$ cat config.mk
export PLATFORM = sky130hd
export DESIGN_NAME = approx_mul_pipe
export DESIGN_NICKNAME = d
export VERILOG_FILES = /design/src/rtl/approx_mul_pipe.sv
export SDC_FILE = /design/constraint.sdc
export NUM_CORES = 1
export LEC_CHECK = 0
export CORE_UTILIZATION = 60
export CTS_CLUSTER_DIAMETER = 200
export CTS_CLUSTER_SIZE = 8
export DETAILED_ROUTE_END_ITERATION = 16
export HOLD_SLACK_MARGIN = 0.05
export PLACE_DENSITY = 0.85
export RECOVER_POWER = 50
export SYNTH_ARGS = -nofsm -noshare
export SYNTH_HDL_FRONTEND = slang
export SYNTH_SLANG_ARGS = --single-unit
$ cat constraint.sdc
create_clock -name clk -period 11.2 [get_ports clk]
set_input_delay 3.36 -clock clk [delete_from_list [all_inputs] [get_ports clk]]
set_output_delay 3.36 -clock clk [all_outputs]
set_load 0.02 [all_outputs]
$ cat src/rtl/approx_mul_pipe.sv
// Two-stage approximate unsigned multiplier with a per-quadrant approximation mode.
// S1 holds the post-mode half-width partial products. S2 holds the shift-added product.
module approx_mul_pipe #(
  parameter int W     = 8,
  parameter int TRUNC = 2,
  parameter int CNT_W = 16
) (
  input  logic             clk,
  input  logic             rst,
  input  logic             in_valid,
  output logic             in_ready,
  input  logic [W-1:0]     a,
  input  logic [W-1:0]     b,
  input  logic [7:0]       mode,
  output logic             out_valid,
  input  logic             out_ready,
  output logic [2*W-1:0]   prod,
  output logic [CNT_W-1:0] done_count
);

  localparam int H = W / 2;

  // Applies one quadrant's approximation mode to its low TRUNC bits.
  function automatic logic [W-1:0] apply_mode(input logic [W-1:0] p, input logic [1:0] m);
    logic [W-1:0] lo_mask;
    logic [W-1:0] comp;
    lo_mask = '0;
    comp    = '0;
    for (int i = 0; i < W; i++) begin
      lo_mask[i] = (i < TRUNC);
    end
    comp[TRUNC-1] = 1'b1;
    case (m)
      2'd1:    apply_mode = p & ~lo_mask;
      2'd2:    apply_mode = '0;
      2'd3:    apply_mode = (p & ~lo_mask) | comp;
      default: apply_mode = p;
    endcase
  endfunction

  logic [W-1:0]     w_ah, w_al, w_bh, w_bl;
  logic [W-1:0]     w_hh, w_hl, w_lh, w_ll;
  logic             w_s2_load;
  logic             w_accept;
  logic [W:0]       w_mid;
  logic [2*W:0]     w_sum;

  logic             r_vld_p0;
  logic [W-1:0]     r_hh_p0, r_hl_p0, r_lh_p0, r_ll_p0;
  logic             r_vld_p1;
  logic [2*W-1:0]   r_prod_p1;
  logic [CNT_W-1:0] r_done_count;

  // The quadrant operands are zero-extended so that each product is computed at W bits.
  assign w_ah = {{(W-H){1'b0}}, a[W-1:H]};
  assign w_al = {{(W-H){1'b0}}, a[H-1:0]};
  assign w_bh = {{(W-H){1'b0}}, b[W-1:H]};
  assign w_bl = {{(W-H){1'b0}}, b[H-1:0]};

  assign w_hh = apply_mode(w_ah * w_bh, mode[7:6]);
  assign w_hl = apply_mode(w_ah * w_bl, mode[5:4]);
  assign w_lh = apply_mode(w_al * w_bh, mode[3:2]);
  assign w_ll = apply_mode(w_al * w_bl, mode[1:0]);

  assign w_s2_load = !r_vld_p1 || out_ready;
  assign in_ready  = !r_vld_p0 || w_s2_load;
  assign w_accept  = in_valid && in_ready;

  // Stage p0: the multiply and the mode logic, registered as partial products.
  always_ff @(posedge clk) begin
    if (rst) begin
      r_vld_p0 <= 1'b0;
      r_hh_p0  <= '0;
      r_hl_p0  <= '0;
      r_lh_p0  <= '0;
      r_ll_p0  <= '0;
    end else begin
      if (in_ready) begin
        r_vld_p0 <= in_valid;
      end
      if (w_accept) begin
        r_hh_p0 <= w_hh;
        r_hl_p0 <= w_hl;
        r_lh_p0 <= w_lh;
        r_ll_p0 <= w_ll;
      end
    end
  end

  assign w_mid = {1'b0, r_hl_p0} + {1'b0, r_lh_p0};
  assign w_sum = {1'b0, r_hh_p0, {W{1'b0}}}
               + {{(W-H){1'b0}}, w_mid, {H{1'b0}}}
               + {{(W+1){1'b0}}, r_ll_p0};

  // Stage p1: the shift-add result. Any carry out of the top bit is dropped.
  always_ff @(posedge clk) begin
    if (rst) begin
      r_vld_p1     <= 1'b0;
      r_prod_p1    <= '0;
      r_done_count <= '0;
    end else begin
      if (w_s2_load) begin
        r_vld_p1 <= r_vld_p0;
        if (r_vld_p0) begin
          r_prod_p1 <= w_sum[2*W-1:0];
        end
      end
      if (r_vld_p1 && out_ready) begin
        r_done_count <= r_done_count + {{(CNT_W-1){1'b0}}, 1'b1};
      end
    end
  end

  assign out_valid  = r_vld_p1;
  assign prod       = r_prod_p1;
  assign done_count = r_done_count;

endmodule

==> run_results.csv <==
group,metric,value,unit
sta,worstMarginPinSlew,3.07,ns
synthesis,yosysWarnings,0,
sta,setup_violations,0,
drt,ant_nets,0,
synthesis,synth_top_area_share,26.2,%
die,die_y,93.6,µm
layout,final_net_count,766,
worst_hold_path,hold_class,"flop to flop",
synthesis,seq_area_frac_synth,26.2,%
pwr,p_leak,2.56,nW
clock_tree,worstSkewPairLatency,0.36,ns
critical_path,start_kind,"input port",
grt,overflow,0,
pwr,p_per_area,106,mW/mm²
die,core,0.00818,mm²
clock_tree,holdBufCountCts,0,
pwr,vdd_drop_max,0.0909,mV
clock_tree,cts_tree,"done",
drt,drt_wl_total,11.5,mm
grt,grt_pass1_vias,4536,
drt,drcViolationCount,0,
layout,drive_gt1_share,4.86,%
outcome,violations,"capacitance limit, slew limit",
synthesis,synth_seq_cells,66,
clock_tree,ctsResizeCount,0,
clock_tree,cts_root_buf,"clkbuf_8",
clock_tree,postCtsSetupBuffers,0,
sta,relSlewSlack,-105,%
layout,final_area,0.00589,mm²
sta,min_period,8.02,ns
critical_path,cp_max_fo,4,
synthesis,synth_cell_type_count,53,
synthesis,synth_largest_area_cell,"dfxtp_1",
run,cap_violations,1,
drt,drt_pre_antenna_iters,5,
clock_tree,max-clock-path-buffers,2,
synthesis,synthFlopType,"dfxtp_1",
critical_path,cpMaxStageDelayCell,"clkdlybuf4s50_1",
synthesis,synth-edff-count,0,
drt,routed_via_density,5.86,
outcome,outcome,"finished, violations left",
layout,syn_to_final_growth,16.9,%
layout,fillers,600,
layout,multi_input_area,0.00350,mm²
die,die-area,0.00877,mm²
grt,grt_usage,28.4,%
grt,antenna_found_initial,0,
critical_path,worstSetupPathType,"input port to output port",
die,initial_core_util,61.6,%
critical_path,crit_top_cell,"clkdlybuf4s50_1",
synthesis,avgSynthCellArea,8.41,µm²
drt,drt_iter0_drc,180,
critical_path,crit_path_end_kind,"output port",
critical_path,worstPathRequired,7.84,ns
die,ios,62,
clock_tree,cts.sinks,66,
synthesis,ys_top_cells_by_area,"dfxtp_1, ha_1, fa_1, and2_1, a21oi_1",
placement,dpl.hpwl,8.55,mm
placement,place_area,0.00570,mm²
critical_path,crit_chain,"clkdlybuf4s50_1 -> nand3b_1 -> clkdlybuf4s50_1",
placement,io_buffers,61,
layout,seq_area,0.00132,mm²
critical_path,arrival,4.66,ns
sta,finalCritPeriodShare,71.6,%
die,rows,33,
die,dieWidth,93.6,µm
clock_tree,path_clk_slew,0.06,ns
synthesis,async_flop_share,0,%
clock_tree,cts_buffers,9,
sta,skew,0.00864,ns
layout,antenna_cells,0,
sta,max_freq,0.125,GHz
grt,grt_pass1_wl,19.8,mm
placement,gp_congestion,0.829,
synthesis,synth_cells,599,
sta,fin_setup_tns,0,ns
critical_path,max_stage_delay,0.62,ns
sta,rsz0062_at_grt,"no",
clock_tree,htree_levels,3,
drt,wire_per_inst,15.0,µm
synthesis,synth_nets,711,
sta,drv_slew,70,
drt,vias,4478,
layout,utilization,72.1,%
synthesis,synthesis.area,0.00504,mm²
grt,grt_max_degree,70,
sta,hold_viol_final,0,
## cell type report
| type | count | area share (%) |
|---|---|---|
| Clock buffer | 9 | 2.10 |
| Multi-Input combinational cell | 480 | 59.4 |
| Tap cell | 105 | 2.23 |
| Sequential cell | 66 | 22.4 |
| Inverter | 34 | 2.17 |
| Timing Repair Buffer | 63 | 10.5 |
| Clock inverter | 7 | 1.19 |
## synth_stat cells (2+ instances only)
| library cell | number |
|---|---|
| nor2_1 | 53 |
| a21o_1 | 8 |
| nand3_2 | 2 |
| fa_1 | 18 |
| o21bai_1 | 4 |
| inv_1 | 33 |
| a211oi_1 | 9 |
| a21oi_1 | 51 |
| buf_2 | 9 |
| o31a_1 | 2 |
| nand3b_1 | 5 |
| nand2_1 | 58 |
| a311oi_1 | 4 |
| o21a_1 | 8 |
| clkbuf_1 | 5 |
| a21boi_0 | 2 |
| nand4_1 | 8 |
| a32oi_1 | 4 |
| a22oi_1 | 4 |
| nor2b_1 | 13 |
| mux2_2 | 4 |
| dfxtp_1 | 66 |
| buf_1 | 4 |
| nor3_1 | 12 |
| nor4_1 | 9 |
| xor2_1 | 6 |
| a31o_2 | 4 |
| nor4b_1 | 4 |
| o21ai_0 | 19 |
| nand2b_1 | 4 |
| ha_1 | 66 |
| and3_1 | 5 |
| xnor2_1 | 17 |
| or3_1 | 7 |
| and2_1 | 51 |
| nand3_1 | 4 |
## worst paths after layout
kind	cells past startpoint	start	slack, ns	to
worst max-delay path	3	out_ready	3.18	in_ready
worst min-delay path	2	prod[3]$_SDFFE_PP0P_	0.45	prod[3]$_SDFFE_PP0P_
worst max register to register	14	r_lh_p0[0]$_SDFFE_PP0P_	7.49	prod[12]$_SDFFE_PP0P_
worst min register to register	2	prod[3]$_SDFFE_PP0P_	0.45	prod[3]$_SDFFE_PP0P_
## cell usage in the layout (no fill, tap or decap), drive strengths merged, types with 3 or more instances in the layout
master          n
ha             66
dfxtp          66
nand2          58
nor2           54
and2           51
a21oi          51
clkdlybuf4s50  37
inv            33
dlygate4sd3    23
o21ai          19
fa             18
xnor2          17
nor2b          13
nor3           12
nor4           10
clkbuf         10
a211oi          9
a21o            8
o21a            8
nand4           8
or3             8
xor2            6
nand3           6
nand3b          5
and3            5
nand2b          4
a22oi           4
a311oi          4
a32oi           4
nor4b           4
o21bai          4
mux2            4
a31o            4
clkinvlp        4
clkinv          3
## cells by family after synthesis
| family | synth area share [%] |
|---|---|
| buffers and inverters | 4.32 |
| AOI/OAI and AO/OA | 16.1 |
| adders and majority gates | 23.5 |
| DFF | 26.2 |
| muxes | 0.894 |
| xor gates and xnor gates | 4.00 |
| and+or+nand+nor | 24.9 |
## metrics by stage
step	total power, mW	hold slack (ns)	worst slack [ns]	cells
floorplan	0.382	0.432	4.19	599
global placement	0.427	0.444	3.23	748
detailed placement	0.433	0.448	3.21	748
CTS	0.629	0.457	3.20	764
global route	0.665	0.476	3.16	764
finish	0.627	0.454	3.18	764
## flip-flops by register name, indices dropped and copies added (netlist names)
| name | count |
|---|---|
| done_count | 16 |
| prod | 16 |
| r_hh_p0 | 8 |
| r_hl_p0 | 8 |
| r_lh_p0 | 8 |
| r_ll_p0 | 8 |
| out_valid | 1 |
| r_vld_p0 | 1 |
## worst max-delay path, delay by kind of cell
family | cells | cell delay, ns
buffers and inverters | 2 | 1.12
AND/OR/NAND/NOR | 1 | 0.18
## metal layers
| metal | track usage [%] | share of wire [%] | wire [µm] | vias to the layer above |
|---|---|---|---|---|
| li1 | - | - | - | 2216 |
| met1 | 32.7 | 43 | 4970 | 2138 |
| met2 | 52.5 | 52 | 5900 | 104 |
| met3 | 5.45 | 3.5 | 404 | 20 |
| met4 | 9.23 | 1.5 | 175 | 0 |
| met5 | 0 | 0 | 0 | - |
## report_power, final
part / internal, mW / total [mW] / leakage [nW] / switching (mW)
sequential: 0.247 / 0.256 / 0.537 / 0.00908
clock: 0.102 / 0.197 / 0.0873 / 0.0955
combinational: 0.0771 / 0.174 / 1.94 / 0.0968
Note: power is estimated with default switching activity, not from simulation.
